$ cat src/rtl/mantissa_normalizer.sv
// Two-stage pipelined significand normalizer: S1 registers the operand with its
// leading-zero count, S2 registers the left-shifted significand and adjusted exponent.
module mantissa_normalizer #(
    parameter int unsigned N = 64,
    parameter int unsigned M = 6,
    parameter int unsigned E = 13
) (
    input  logic         clk,
    input  logic         rst,
    input  logic         in_valid,
    output logic         in_ready,
    input  logic         in_sign,
    input  logic [E-1:0] in_exp,
    input  logic [N-1:0] in_mant,
    output logic         out_valid,
    input  logic         out_ready,
    output logic         out_sign,
    output logic [E:0]   out_exp,
    output logic [N-1:0] out_mant,
    output logic [M:0]   out_lz,
    output logic         out_zero
);

    localparam int unsigned LzW = M + 1;
    localparam logic [LzW-1:0] LzAllZero = LzW'(N);

    logic           r_s1_valid;
    logic           r_s1_sign;
    logic [E-1:0]   r_s1_exp;
    logic [N-1:0]   r_s1_mant;
    logic [LzW-1:0] r_s1_lz;

    logic           r_s2_valid;
    logic           r_s2_sign;
    logic [E:0]     r_s2_exp;
    logic [N-1:0]   r_s2_mant;
    logic [LzW-1:0] r_s2_lz;
    logic           r_s2_zero;

    logic           w_s2_adv;
    logic           w_s1_adv;
    logic           w_in_xfer;
    logic [LzW-1:0] w_lz;
    logic [N-1:0]   w_norm_mant;
    logic [E:0]     w_norm_exp;
    logic           w_norm_zero;

    assign w_s2_adv  = r_s1_valid & (~r_s2_valid | out_ready);
    assign w_s1_adv  = ~r_s1_valid | w_s2_adv;
    assign w_in_xfer = in_valid & w_s1_adv;

    // Scan LSB to MSB so the highest set bit wins; stays N when in_mant is zero.
    always_comb begin
        w_lz = LzAllZero;
        for (int i = 0; i < N; i++) begin
            if (in_mant[i]) begin
                w_lz = LzW'(N - 1 - i);
            end
        end
    end

    always_comb begin
        w_norm_zero = (r_s1_lz == LzAllZero);
        w_norm_mant = r_s1_mant << r_s1_lz;
        w_norm_exp  = {r_s1_exp[E-1], r_s1_exp} - (E+1)'(r_s1_lz);
        if (w_norm_zero) begin
            w_norm_exp = '0;
        end
    end

    always_ff @(posedge clk) begin
        if (rst) begin
            r_s1_valid <= 1'b0;
            r_s1_sign  <= 1'b0;
            r_s1_exp   <= '0;
            r_s1_mant  <= '0;
            r_s1_lz    <= '0;
        end else begin
            if (w_s1_adv) begin
                r_s1_valid <= in_valid;
            end
            if (w_in_xfer) begin
                r_s1_sign <= in_sign;
                r_s1_exp  <= in_exp;
                r_s1_mant <= in_mant;
                r_s1_lz   <= w_lz;
            end
        end
    end

    // S2 data only loads on advance; out_valid alone qualifies it otherwise.
    always_ff @(posedge clk) begin
        if (rst) begin
            r_s2_valid <= 1'b0;
            r_s2_sign  <= 1'b0;
            r_s2_exp   <= '0;
            r_s2_mant  <= '0;
            r_s2_lz    <= '0;
            r_s2_zero  <= 1'b0;
        end else begin
            if (w_s2_adv) begin
                r_s2_valid <= 1'b1;
                r_s2_sign  <= r_s1_sign;
                r_s2_exp   <= w_norm_exp;
                r_s2_mant  <= w_norm_mant;
                r_s2_lz    <= r_s1_lz;
                r_s2_zero  <= w_norm_zero;
            end else if (out_ready) begin
                r_s2_valid <= 1'b0;
            end
        end
    end

    assign in_ready  = w_s1_adv;
    assign out_valid = r_s2_valid;
    assign out_sign  = r_s2_sign;
    assign out_exp   = r_s2_exp;
    assign out_mant  = r_s2_mant;
    assign out_lz    = r_s2_lz;
    assign out_zero  = r_s2_zero;

endmodule

$ cat config.mk
export PLATFORM = sky130hd
export DESIGN_NAME = mantissa_normalizer
export DESIGN_NICKNAME = d
export VERILOG_FILES = /design/src/rtl/mantissa_normalizer.sv
export SDC_FILE = /design/constraint.sdc
export NUM_CORES = 1
export LEC_CHECK = 0
export CAP_MARGIN = 15
export CELL_PAD_IN_SITES_DETAIL_PLACEMENT = 0
export CELL_PAD_IN_SITES_GLOBAL_PLACEMENT = 1
export CORE_ASPECT_RATIO = 1.2
export CORE_MARGIN = 2
export CORE_UTILIZATION = 41
export CTS_CLUSTER_SIZE = 14
export DETAILED_ROUTE_END_ITERATION = 7
export PLACE_DENSITY = 0.89
export SLEW_MARGIN = 10
export SYNTH_ARGS = -nofsm -noshare
export SYNTH_HDL_FRONTEND = slang
export SYNTH_SLANG_ARGS = --single-unit
$ cat constraint.sdc
create_clock -name clk -period 3.3 [get_ports clk]
set_clock_uncertainty 0.2 [all_clocks]
set_input_delay 0.495 -clock clk [delete_from_list [all_inputs] [get_ports clk]]
set_output_delay 0.495 -clock clk [all_outputs]
set_load 0.05 [all_outputs]
-- After elaboration in Yosys (flattened, before gate mapping)
Cells that the tools add are included.
- add/subtract/negate cells: 1
- bitwise logic cells: 6
- $mul: 0
- reduce and logical (&&, ||, !) cells: 1
- magnitude comparators: 0
- equality and inequality tests: 1
- shift-type cells: 1
- div/mod/pow operators: 0
- multiplexer cells: 67
- operators by type and width (operator ; count):
    $mux 7 ; 64
    $shl 64x7->64 ; 1
    $mux 14 ; 1
    $sub 13x8->14 ; 1
    $eq 7x7->1 const B ; 1
    $and 1x1->1 ; 2
    $mux 1 ; 2
    $not 1->1 ; 2
    $or 1x1->1 ; 2
    $reduce_bool 2->1 ; 1
- input bits: 82
- bits in writable memories: 0
- latch bits: 0
- output and inout bits: 89
- memory bits (read-only): 0
- bits in registers: 174
- word-level logic and storage cells: 88
- memories kept: 0

-- Depth between registers and ports, before layout
Gate-level depths: netlist (run 1).
- depth in word-level cells: 64
- gate-level depth with buffers: 12
- mapped depth without buffers: 9

-- Worst setup path after synthesis (run 1)
OpenSTA, ideal clock, no wires.
- kind: flip-flop to flip-flop
- start point: register r_s1_lz[2]
- end point: register r_s2_exp[6] (netlist: out_exp[6])
- setup time: 0.117 ns
- path buffers: 4
- path slack: 0.290 ns
- cell stages (with the launch flop): 13
- arrival: 2.692 ns
- data required time: 2.983 ns
- period minus slack after synthesis: 3.010 ns
- cell sequence: dfxtp_1 > buf_2 > buf_6 > inv_2 > buf_2 > clkbuf_1 > ha_1 > nor2b_1 > o21a_1 > o21a_1 > o21a_1 > or3_1 > a32o_1
- word-level cells in the longest chain between the ends: 2
- elaborated cells between the ends (all ways): 3
- those cells by class: add/sub: 1; eq/ne: 1; mux: 1
- ends and longest elaborated chain (what ; RTL line ; text):
    start, declared ; 31 ; logic [LzW-1:0] r_s1_lz;
    start signal, assigned ; 86 ; r_s1_lz <= w_lz;
    $sub 13x8->14 or $eq 7x7->1 (tied branches) ; 65, 63 ;
    $mux 14 * ; 66 ; if (w_norm_zero) begin
    end signal, assigned ; 104 ; r_s2_exp <= w_norm_exp;
    end, declared ; 35 ; logic [E:0] r_s2_exp;
Every way passes the cells marked *; elsewhere a longest branch is shown, timed or not.
A chain may end at the register's enable or synchronous reset.

-- Worst setup path in the final report (run 1)
- start point: register r_s1_lz[3]
- end point: register r_s2_mant[55] (netlist: out_mant[55])
- word-level cells in the longest chain between the ends: 1
- ends and longest elaborated chain (what ; RTL line ; text):
    $shl 64x7->64 ; 64 ; w_norm_mant = r_s1_mant << r_s1_lz;
    end signal, assigned ; 105 ; r_s2_mant <= w_norm_mant;
    end, declared ; 36 ; logic [N-1:0] r_s2_mant;
No other way between the ends.

==> results of run 1 <==
-- stage by stage --
step	util (%)	cell area [um^2]	hold WS [ns]	total power, mW	setup WS (ns)
6_report	51.8	14000	0.253	5.86	0.427
5_1_grt	51.8	14000	0.260	6.07	0.319
4_1_cts	51.8	14000	0.247	5.86	0.497
3_5_place_dp	49.3	13400	0.245	3.56	0.394
3_3_place_gp	49.3	13400	0.241	3.54	0.412
2_1_floorplan	-	11300	0.232	3.09	0.290
-- power by group through the flow --
stage	Clock (mW)	Combinational, mW	Sequential, mW
detailed placement	0	1.19	2.37
global placement	0	1.18	2.36
finish	2.33	1.21	2.32
floorplan	0	0.651	2.44
global route	2.44	1.30	2.34
CTS	2.34	1.20	2.32
-- cells by family (layout without fill, tap and decap cells) --
kind of cell / count (synthesis) / count (layout)
flip-flops: 174 / 174
adder cells (fa/ha/maj): 8 / 8
AO/OA/AOI/OAI: 356 / 356
buffers and inverters: 133 / 276
XOR/XNOR: 3 / 3
AND/OR/NAND/NOR: 533 / 533
multiplexers: 152 / 152
-- cells in the mapped netlist, drive strengths merged, types with 7 or more instances --
master,n,area share [%]
nand2b,7,0.39
o21ai,52,2.3
nor2b,7,0.39
nand3,21,0.93
o221ai,9,0.70
o22ai,9,0.50
ha,7,0.77
nor3,22,0.97
a21oi,138,6.1
buf,52,2.8
mux2i,51,4.5
nand2,295,9.8
mux2,30,3.0
o211ai,16,1.1
nor2,112,3.7
a22oi,25,1.7
or2,8,0.44
a31oi,10,0.55
inv,30,1.0
nor4,21,1.3
a211oi,15,1.0
clkbuf,51,1.7
a221o,9,0.80
a2bb2oi,10,0.77
dfxtp,174,31
mux4,71,14
and3,8,0.44
or3,9,0.50
-- sequential cells by signal, indices dropped and copies added, names as in the netlist --
register and count:
r_s1_valid 1, out_lz 7, out_exp 14, r_s1_sign 1, r_s1_mant 64, out_sign 1, out_mant 64, out_valid 1
out_zero 1, r_s1_lz 7, r_s1_exp 13
-- final cells by class --
class	instances	area [um^2]
fillers	2567	13100
multi-input cells	1052	7220
flip-flops and latches	174	3490
repair buffers	214	2100
clock buffers	19	454
well taps	340	425
clock inverters	13	219
inverters	30	113
-- worst reg2reg max path: cells and delay by family, from the launching register on --
kind | cells | cell delay (ns)
buffers and inverters | 1 | 0.31
multiplexers | 2 | 0.62
AO/OA/AOI/OAI | 3 | 0.87
flip-flops | 1 | 0.76
-- layer usage --
layer | vias up | global-route usage, % | wire (um)
met4 | 0 | 7.30 | 866
met3 | 61 | 4.49 | 2950
met2 | 556 | 43.5 | 17900
met5 | - | 0 | 0
met1 | 5323 | 35.8 | 16200
li1 | 5262 | - | -
-- final timing paths --
kind / from / to / slack [ns]
setup / recovery: r_s1_lz[3] / out_mant[55] / 0.43
hold / removal: out_mant[16] / out_mant[16] / 0.25
setup reg to reg: r_s1_lz[3] / out_mant[55] / 0.43
hold reg to reg: out_mant[16] / out_mant[16] / 0.25
==> flow_summary.ini, run 1 <==
[setup_path]
path_max_fanout = 27
reg2regPathDepth = 6
end_kind = flop
path_buf_inv = 1
path_cells = buf_4, mux4_2, mux2_2, a21oi_1, o21ai_0, a221o_1
critPathArrivalTime_ns = 3.01
crit_family = compound AO/OA/AOI/OAI gates
crit_type = reg2reg
cpMaxStageDelayCell = dfxtp_2
start_kind = flop
cp.depth = 6
critPathRequiredTime_ns = 3.44
cpPeakStageDelay_ns = 0.76

[hold_path]
hold_path.class = reg2reg
worstHoldPathCells = 2

[cells_and_area]
finalNetCount = 1579
final_cells = 1842
layout-drive-gt1-share_pct = 13.5
final_cell_mix = nand2_1 (294), dfxtp_1 (170), clkdlybuf4s50_1 (168), a21oi_1 (137), nor2_1 (111)
mostFrequentLayoutCell = nand2_1
diodes = 0
syn_to_final_growth_pct = 24.1

[global_routing]
first_global_vias = 10600
grt_max_degree = 125
grt_overflow_total = 0
grt_antenna_before_repair = 0
track_usage_pct = 26.4
grt_first_pass_wirelength_mm = 60.0

[pwr]
intPower_mw = 4.11
seqPwrFrac_pct = 39.6
sw_frac_of_total_pct = 29.9
comb_power_share_pct = 20.6
power_frac_clock_pct = 39.7
peakVddDrop_v = 0.000299
static-leakage-power_nw = 4.94
p_per_area_mw_per_mm2 = 418
switchingPower_mw = 1.75

[cts]
cts_tree = done
cts_max_level = 4
clock-sinks = 174
post_cts_buffers = 0
postCtsResizedCells = 0
insertion_delay_ns = 0.44
cts.reportedPaths.clkPinSlew_ns = 0.07
cts-root-buf = clkbuf_16
clock_path_buffers = 2
cts_buffers = 17
holdBufCountCts = 0

[floorplan]
die_area_mm2 = 0.0289
die_h_um = 186
start_util_pct = 41.7
die_x_um = 156
core_mm2 = 0.0271
row_count = 66
io_pins = 171

[yosys]
yosysWarnings = 0
synthesis.area_mm2 = 0.0113
synth_cell_types = 77
synth_edf_count = 0
yosysSeqAreaShare_pct = 30.8
syn_nets = 1449
synthAdderAreaFrac_pct = 0.952
yosys_register_bits = 174
synth_top_family_by_area = multiplexers
async_flop_share_pct = 0
yosys.area_share.simple_pct = 20.3
yosys-mux-area-fraction_pct = 21.7
postSynthCellCount = 1359
syn_area_per_cell_um2 = 8.32
synthXorXnorAreaFrac_pct = 0.232
synth-compound-area-share_pct = 20.5
ys.flop_type = dfxtp_1

[sta]
setup_viol = 0
period_share_pct = 87.1
tightest_slew_ns = 0.967
period_minus_slack_ns = 2.87
slew_violations = 0
rsz0062_at_grt = no
fin_setup_tns_ns = 0
slew_headroom_pct = 35.2
max_freq_mhz = 348
final_hold_viol_count = 0

[drt]
first_iter_violations = 859
drt-total-wl_mm = 37.9
ant_nets = 0
drt_pass1_iterations = 5
routed_via_density = 6.08
wire_per_inst_um = 20.6
drc = 0
vias = 11200

[place]
routabilityCongestion = 0.955
place_inst = 1810
dpl.hpwl_mm = 29.0
place.port_buffers = 170

[status]
status = finished clean

[run]
max_cap_violations = 0
Power figures use the tool's default switching activity.
==> run 2: changes to the inputs <==
--- a/config.mk
+++ b/config.mk
@@ -5,15 +5,18 @@
 export SDC_FILE = /design/constraint.sdc
 export NUM_CORES = 1
 export LEC_CHECK = 0
+export ABC_AREA = 1
 export CAP_MARGIN = 15
 export CELL_PAD_IN_SITES_DETAIL_PLACEMENT = 0
 export CELL_PAD_IN_SITES_GLOBAL_PLACEMENT = 1
 export CORE_ASPECT_RATIO = 1.2
 export CORE_MARGIN = 2
-export CORE_UTILIZATION = 41
+export CORE_UTILIZATION = 38
 export CTS_CLUSTER_SIZE = 14
 export DETAILED_ROUTE_END_ITERATION = 7
+export GPL_TIMING_DRIVEN = 0
 export PLACE_DENSITY = 0.89
+export SKIP_LAST_GASP = 1
 export SLEW_MARGIN = 10
 export SYNTH_ARGS = -nofsm -noshare
 export SYNTH_HDL_FRONTEND = slang
==> run 2 against run 1 <==
The flow now finishes with violations (setup timing). Clock power fell by 13%. Die area rose by 3.5%. Count of clock-buffer cells in the layout rose by 1. Synthesized cell count rose by 24%. Critical path type is now in2reg. Critical endpoint is now r_s1_lz[0]. Largest cell class unchanged. Highest routed layer unchanged.
==> flow_summary.ini, run 2 <==
[yosys]
async_flop_share_pct = 0
yosysSeqAreaShare_pct = 32.1
synthTopCellsByArea = dfxtp_1 (32%), nand2_1 (18%), a21oi_1 (6.7%)
yosys-mux-area-fraction_pct = 3.41
synthAdderAreaFrac_pct = 0.992
synth-compound-area-share_pct = 22.0
synthMostInstantiatedCell = nand2_1
synth_top_family_by_area = simple AND/OR/NAND/NOR gates
ys.flop_type = dfxtp_1
synth_cell_types = 41
synthesis.area_mm2 = 0.0109
syn_area_per_cell_um2 = 6.44
synthXorXnorAreaFrac_pct = 0.323
postSynthCellCount = 1684
synth_edf_count = 0
syn_nets = 1774
yosys_register_bits = 174
yosysTopAreaCellShare_pct = 32.1
yosys.area.top_type = dfxtp_1
yosys.area_share.simple_pct = 27.8
yosysWarnings = 0
synth_common_cells = nand2_1 (524), dfxtp_1 (174), a21oi_1 (146)

[setup_path]
start_kind = primary input
critPathRequiredTime_ns = 3.45
startpoint = in_mant[2]
path_max_fanout = 2
r2r_start = r_s1_lz[0]
worst_path_most_repeated_cell = nand2_1
cpMaxStageDelayCell = clkdlybuf4s15_2
end_kind = flop
cpPeakStageDelay_ns = 0.19
crit_type = in2reg
critPathArrivalTime_ns = 3.97

[cells_and_area]
finalNetCount = 1987
utilization_pct = 49.4
nFillCells = 3043
diodes = 0
syn_to_final_growth_pct = 27.5
layout-drive-gt1-share_pct = 7.59
mostFrequentLayoutCell = nand2_1
final_cell_mix = nand2_1 (522), dfxtp_1 (171), clkdlybuf4s50_1 (158), a21oi_1 (145), o21ai_1 (126)
register_area_mm2 = 0.00349
multi_input_area_mm2 = 0.00594

[sta]
tightest_slew_ns = 0.709
slew_headroom_pct = 52.3
max_freq_mhz = 262
fin_setup_tns_ns = -0.522
rsz0062_at_grt = yes
layout_setup_ws_ns = -0.522
setup_viol = 1
period_minus_slack_ns = 3.82
final_hold_viol_count = 0
period_share_pct = 116
slew_violations = 0

[floorplan]
row_count = 67
die_x_um = 158
die_h_um = 189
core_mm2 = 0.0280
io_pins = 171
die_area_mm2 = 0.0299
start_util_pct = 38.8

[global_routing]
grt_antenna_before_repair = 0
track_usage_pct = 29.3
first_global_vias = 11900
grt_first_pass_wirelength_mm = 66.8
grt_max_degree = 17
grt_overflow_total = 0

[pwr]
intPower_mw = 3.86
comb_power_share_pct = 26.1
sw_frac_of_total_pct = 34.2
peakVddDrop_v = 0.000277
seqPwrFrac_pct = 39.4
p_per_area_mw_per_mm2 = 424
switchingPower_mw = 2.00
static-leakage-power_nw = 6.14
total_power_mw = 5.86
power_frac_clock_pct = 34.5

[drt]
drt_pass1_iterations = 5
ant_nets = 0
drc = 0
top_layer = met4
routed_via_density = 5.26
vias = 12000
wire_per_inst_um = 18.8
wl_met2_mm = 21.1
m1WireLength_mm = 17.9
dr_wl_met3_mm = 1.99
drt-total-wl_mm = 43.1
first_iter_violations = 804

[cts]
clock_path_buffers = 2
cts-root-buf = clkbuf_16
cts_tree = done
holdBufCountCts = 0
cts_buffers = 17
clock-sinks = 174
insertion_delay_ns = 0.46
cts.reportedPaths.clkPinSlew_ns = 0.07
cts_max_level = 4

[place]
routabilityCongestion = 0.964
dpl.hpwl_mm = 35.2
place.port_buffers = 169

[status]
violations = setup timing
status = finished with violations

[hold_path]
hold_path.class = in2reg
worstHoldStart = rst

[run]
max_cap_violations = 0
## run 2: worst max-delay path, delay by kind of cell
family,cells,cell delay (ns)
buf+inv,2,0.25
simple gates,62,3.17
compound gates,1,0.05
## run 2: cell families after synthesis
group | count (synthesis)
compound gates | 443
simple gates | 760
mux | 37
xor+xnor | 4
fa+ha+maj | 8
flops | 174
buf+inv | 258
## run 2: worst paths after layout
| path | endpoint | slack, ns | cells past startpoint |
|---|---|---|---|
| setup / recovery | r_s1_lz[0] | -0.52 | 65 |
| hold / removal | out_mant[37] | 0.10 | 2 |
| setup reg to reg | out_mant[61] | 0.15 | 13 |
| hold reg to reg | out_exp[6] | 0.26 | 2 |
## run 2: area by class of cell
| type | instances | area share [%] |
|---|---|---|
| multi-input combinational | 1252 | 42.9 |
| sequential | 174 | 25.2 |
| timing repair buffer | 195 | 13.6 |
| inverter | 146 | 7.27 |
| buffer | 111 | 3.53 |
| tap | 379 | 3.43 |
| clock buffer | 20 | 3.23 |
| clock inverter | 12 | 0.904 |
## run 2: metrics by stage
stage	instances	hold slack [ns]	area (um^2)	setup WS, ns
after global routing	2289	0.119	13800	-1.05
final	2289	0.104	13800	-0.522
after CTS	2294	0.101	13800	-0.517
after floorplan	1684	0.235	10900	-0.216
after global placement	2232	0.254	13000	-1.43
after detailed placement	2232	0.256	13000	-1.42
## run 2: layer usage
| metal | global-route usage, % | vias up |
|---|---|---|
| li1 | - | 5986 |
| met1 | 34.7 | 5569 |
| met2 | 51.6 | 393 |
| met3 | 4.21 | 94 |
| met4 | 13.6 | 0 |
| met5 | 0 | - |
## run 2: power by group through the flow
stage                     registers, mW  logic [mW]  clock network (mW)
after floorplan                    2.51       0.765                   0
after global placement             2.35        1.47                   0
after detailed placement           2.35        1.48                   0
after CTS                          2.31        1.52                2.04
after global routing               2.32        1.66                2.13
final                              2.31        1.53                2.02
## run 2: timing repair
action,in CTS,in global routing
buffers inserted,31,1
cloned,0,0
pin swaps,11,9
endpoints found under the setup margin,37,30
gates resized for setup,42,32
==> run 3: changes to the inputs <==
--- a/config.mk
+++ b/config.mk
@@ -11,11 +11,12 @@
 export CELL_PAD_IN_SITES_GLOBAL_PLACEMENT = 1
 export CORE_ASPECT_RATIO = 1.2
 export CORE_MARGIN = 2
-export CORE_UTILIZATION = 38
+export CORE_UTILIZATION = 45
 export CTS_CLUSTER_SIZE = 14
 export DETAILED_ROUTE_END_ITERATION = 7
+export DONT_BUFFER_PORTS = 1
 export GPL_TIMING_DRIVEN = 0
-export PLACE_DENSITY = 0.89
+export PLACE_DENSITY = 0.88
 export SKIP_LAST_GASP = 1
 export SLEW_MARGIN = 10
 export SYNTH_ARGS = -nofsm -noshare
==> constraint.sdc (replaced) <==
create_clock -name clk -period 4.3 [get_ports clk]
set_clock_uncertainty 0.2 [all_clocks]
set_input_delay 0.645 -clock clk [delete_from_list [all_inputs] [get_ports clk]]
set_output_delay 0.645 -clock clk [all_outputs]
set_load 0.05 [all_outputs]
==> run 3 against run 2 <==
The flow now finishes without violations. Largest cell class unchanged. Largest power group unchanged. Sequential power shrank 17%. Hold slack improved by 0.015 ns. Total power shrank 26%.
==> flow_summary.ini, run 3 (same netlist as run 2, synthesis figures left out) <==
[pwr]
seqPwrFrac_pct = 44.3
intPower_mw = 2.83
switchingPower_mw = 1.49
peakVddDrop_v = 0.000220
power_frac_clock_pct = 36.2
p_per_area_mw_per_mm2 = 366
sw_frac_of_total_pct = 34.5
total_power_mw = 4.33
static-leakage-power_nw = 5.32
comb_power_share_pct = 19.5

[setup_path]
critPathRequiredTime_ns = 4.48
r2r_slack_ns = 0.34
cpPeakStageDelay_ns = 0.48
crit_type = reg2reg
reg2regPathDepth = 19
end_kind = flop
cpMaxStageDelayCell = clkbuf_1
critPathArrivalTime_ns = 4.13
path_max_fanout = 10
r2r_start = r_s1_lz[1]
start_kind = flop
r2r_end = out_exp[11]
worst_path_most_repeated_cell = nor2_1
path_cells = inv_2, clkbuf_1, clkbuf_1, ha_1, nand2_1, nor2_1, a211oi_1, nor2_1, nor2_1, nor2_1, nor2_1, nor2_1, o21ai_1, nand2_1, nor3_1, nand3_1, a21oi_1, o21ai_1, a21oi_1

[sta]
fin_setup_tns_ns = 0
tightest_slew_ns = 0.751
rsz0062_at_grt = yes
setup_viol = 0
period_minus_slack_ns = 3.96
final_hold_viol_count = 0
max_freq_mhz = 253
period_share_pct = 92.0
hold_ws_ns = 0.119
slew_violations = 0
slew_headroom_pct = 49.9

[cts]
clock_path_buffers = 2
cts.reportedPaths.clkPinSlew_ns = 0.07
holdBufCountCts = 0
cts_max_level = 4
clock-sinks = 174
cts-root-buf = clkbuf_16
insertion_delay_ns = 0.45
postCtsResizedCells = 0
cts_tree = done
cts_buffers = 17
post_cts_buffers = 0

[floorplan]
start_util_pct = 45.6
row_count = 62
io_pins = 171
die_area_mm2 = 0.0254
die_x_um = 146
core_mm2 = 0.0238
die_h_um = 174

[global_routing]
grt_first_pass_wirelength_mm = 61.9
track_usage_pct = 31.3
first_global_vias = 11000
grt_antenna_before_repair = 0
grt_overflow_total = 0
grt_max_degree = 17

[cells_and_area]
mostFrequentLayoutCell = nand2_1
finalNetCount = 1792
final_cell_mix = nand2_1 (523), dfxtp_1 (174), a21oi_1 (146), o21ai_1 (126), nor2_1 (114)
utilization_pct = 49.7
multi_input_area_mm2 = 0.00592
register_area_mm2 = 0.00348
fin_area_mm2 = 0.0118
syn_to_final_growth_pct = 9.06
layout-drive-gt1-share_pct = 5.19
nFillCells = 2554
diodes = 0

[drt]
first_iter_violations = 778
drc = 0
drt_pass1_iterations = 6
wire_per_inst_um = 19.7
drt-total-wl_mm = 40.0
ant_nets = 0
vias = 11300
routed_via_density = 5.56

[place]
placed_cell_area_mm2 = 0.0113
dpl.hpwl_mm = 32.9
routabilityCongestion = 1.00
place.port_buffers = 0

[hold_path]
hold_path.class = in2reg
worstHoldStart = in_mant[4]
min_to = r_s1_mant[4]
worstHoldPathCells = 2

[run]
max_cap_violations = 0

[status]
status = finished clean
==> run 3: changes by cell type in the layout (fill, tap and decap cells not counted), moves of 3 or more <==
| cell | before | now |
|---|---|---|
| clkdlybuf4s50_1 | 158 | 0 |
| clkbuf_4 | 4 | 0 |
| clkbuf_1 | 80 | 96 |
| dfxtp_1 | 171 | 174 |
| buf_4 | 28 | 1 |
| buf_2 | 3 | 0 |
| clkbuf_2 | 13 | 0 |
| dlygate4sd2_1 | 5 | 0 |
| dfxtp_2 | 3 | 0 |
==> run 3: layer usage <==
layer / vias up / global-route usage [%] / share of wire (%)
met5: - / 0 / 0
met4: 0 / 14.9 / 4.7
met3: 100 / 5.72 / 6.1
met2: 436 / 55.3 / 48
met1: 5202 / 36.3 / 41
li1: 5578 / - / -
==> run 3: critical path, delay by kind of cell (launching register included) <==
kind            cells  cell delay [ns]
compound gates      5             0.84
fa+ha+maj           1             0.33
buf+inv             3             1.04
flops               1             0.39
simple gates       10             1.08
==> run 3: area by class of cell <==
cell class                 count  area share [%]
clock buffer                  19            3.83
multi-input combinational   1252            50.0
clock inverter                13            1.11
inverter                     146            8.48
tap                          320            3.38
buffer                       111            3.77
sequential                   174            29.4
==> run 3: worst max-delay path by stage <==
stage	from	to	slack, ns	cells after the start
after floorplan	in_mant[1]	r_s1_lz[0]	0.63	65
after global routing	in_mant[1]	r_s1_lz[0]	-0.11	65
after global placement	in_mant[1]	r_s1_lz[0]	0.08	65
final	r_s1_lz[1]	out_exp[11]	0.34	19
after CTS	r_s1_lz[2]	out_exp[11]	0.16	19
after detailed placement	in_mant[1]	r_s1_lz[0]	0.10	65
==> run 3: metrics by stage <==
step | setup WS [ns] | instances
3_5_place_dp | 0.101 | 2004
2_1_floorplan | 0.634 | 1684
5_1_grt | -0.111 | 2035
3_3_place_gp | 0.0763 | 2004
4_1_cts | 0.160 | 2036
6_report | 0.343 | 2035
==> run 3: power groups by stage <==
stage,logic (mW),clock network (mW),registers (mW)
final,0.843,1.57,1.92
after detailed placement,0.826,0,1.95
after CTS,0.830,1.58,1.91
after global routing,0.932,1.63,1.93
after global placement,0.820,0,1.95
after floorplan,0.587,0,1.93
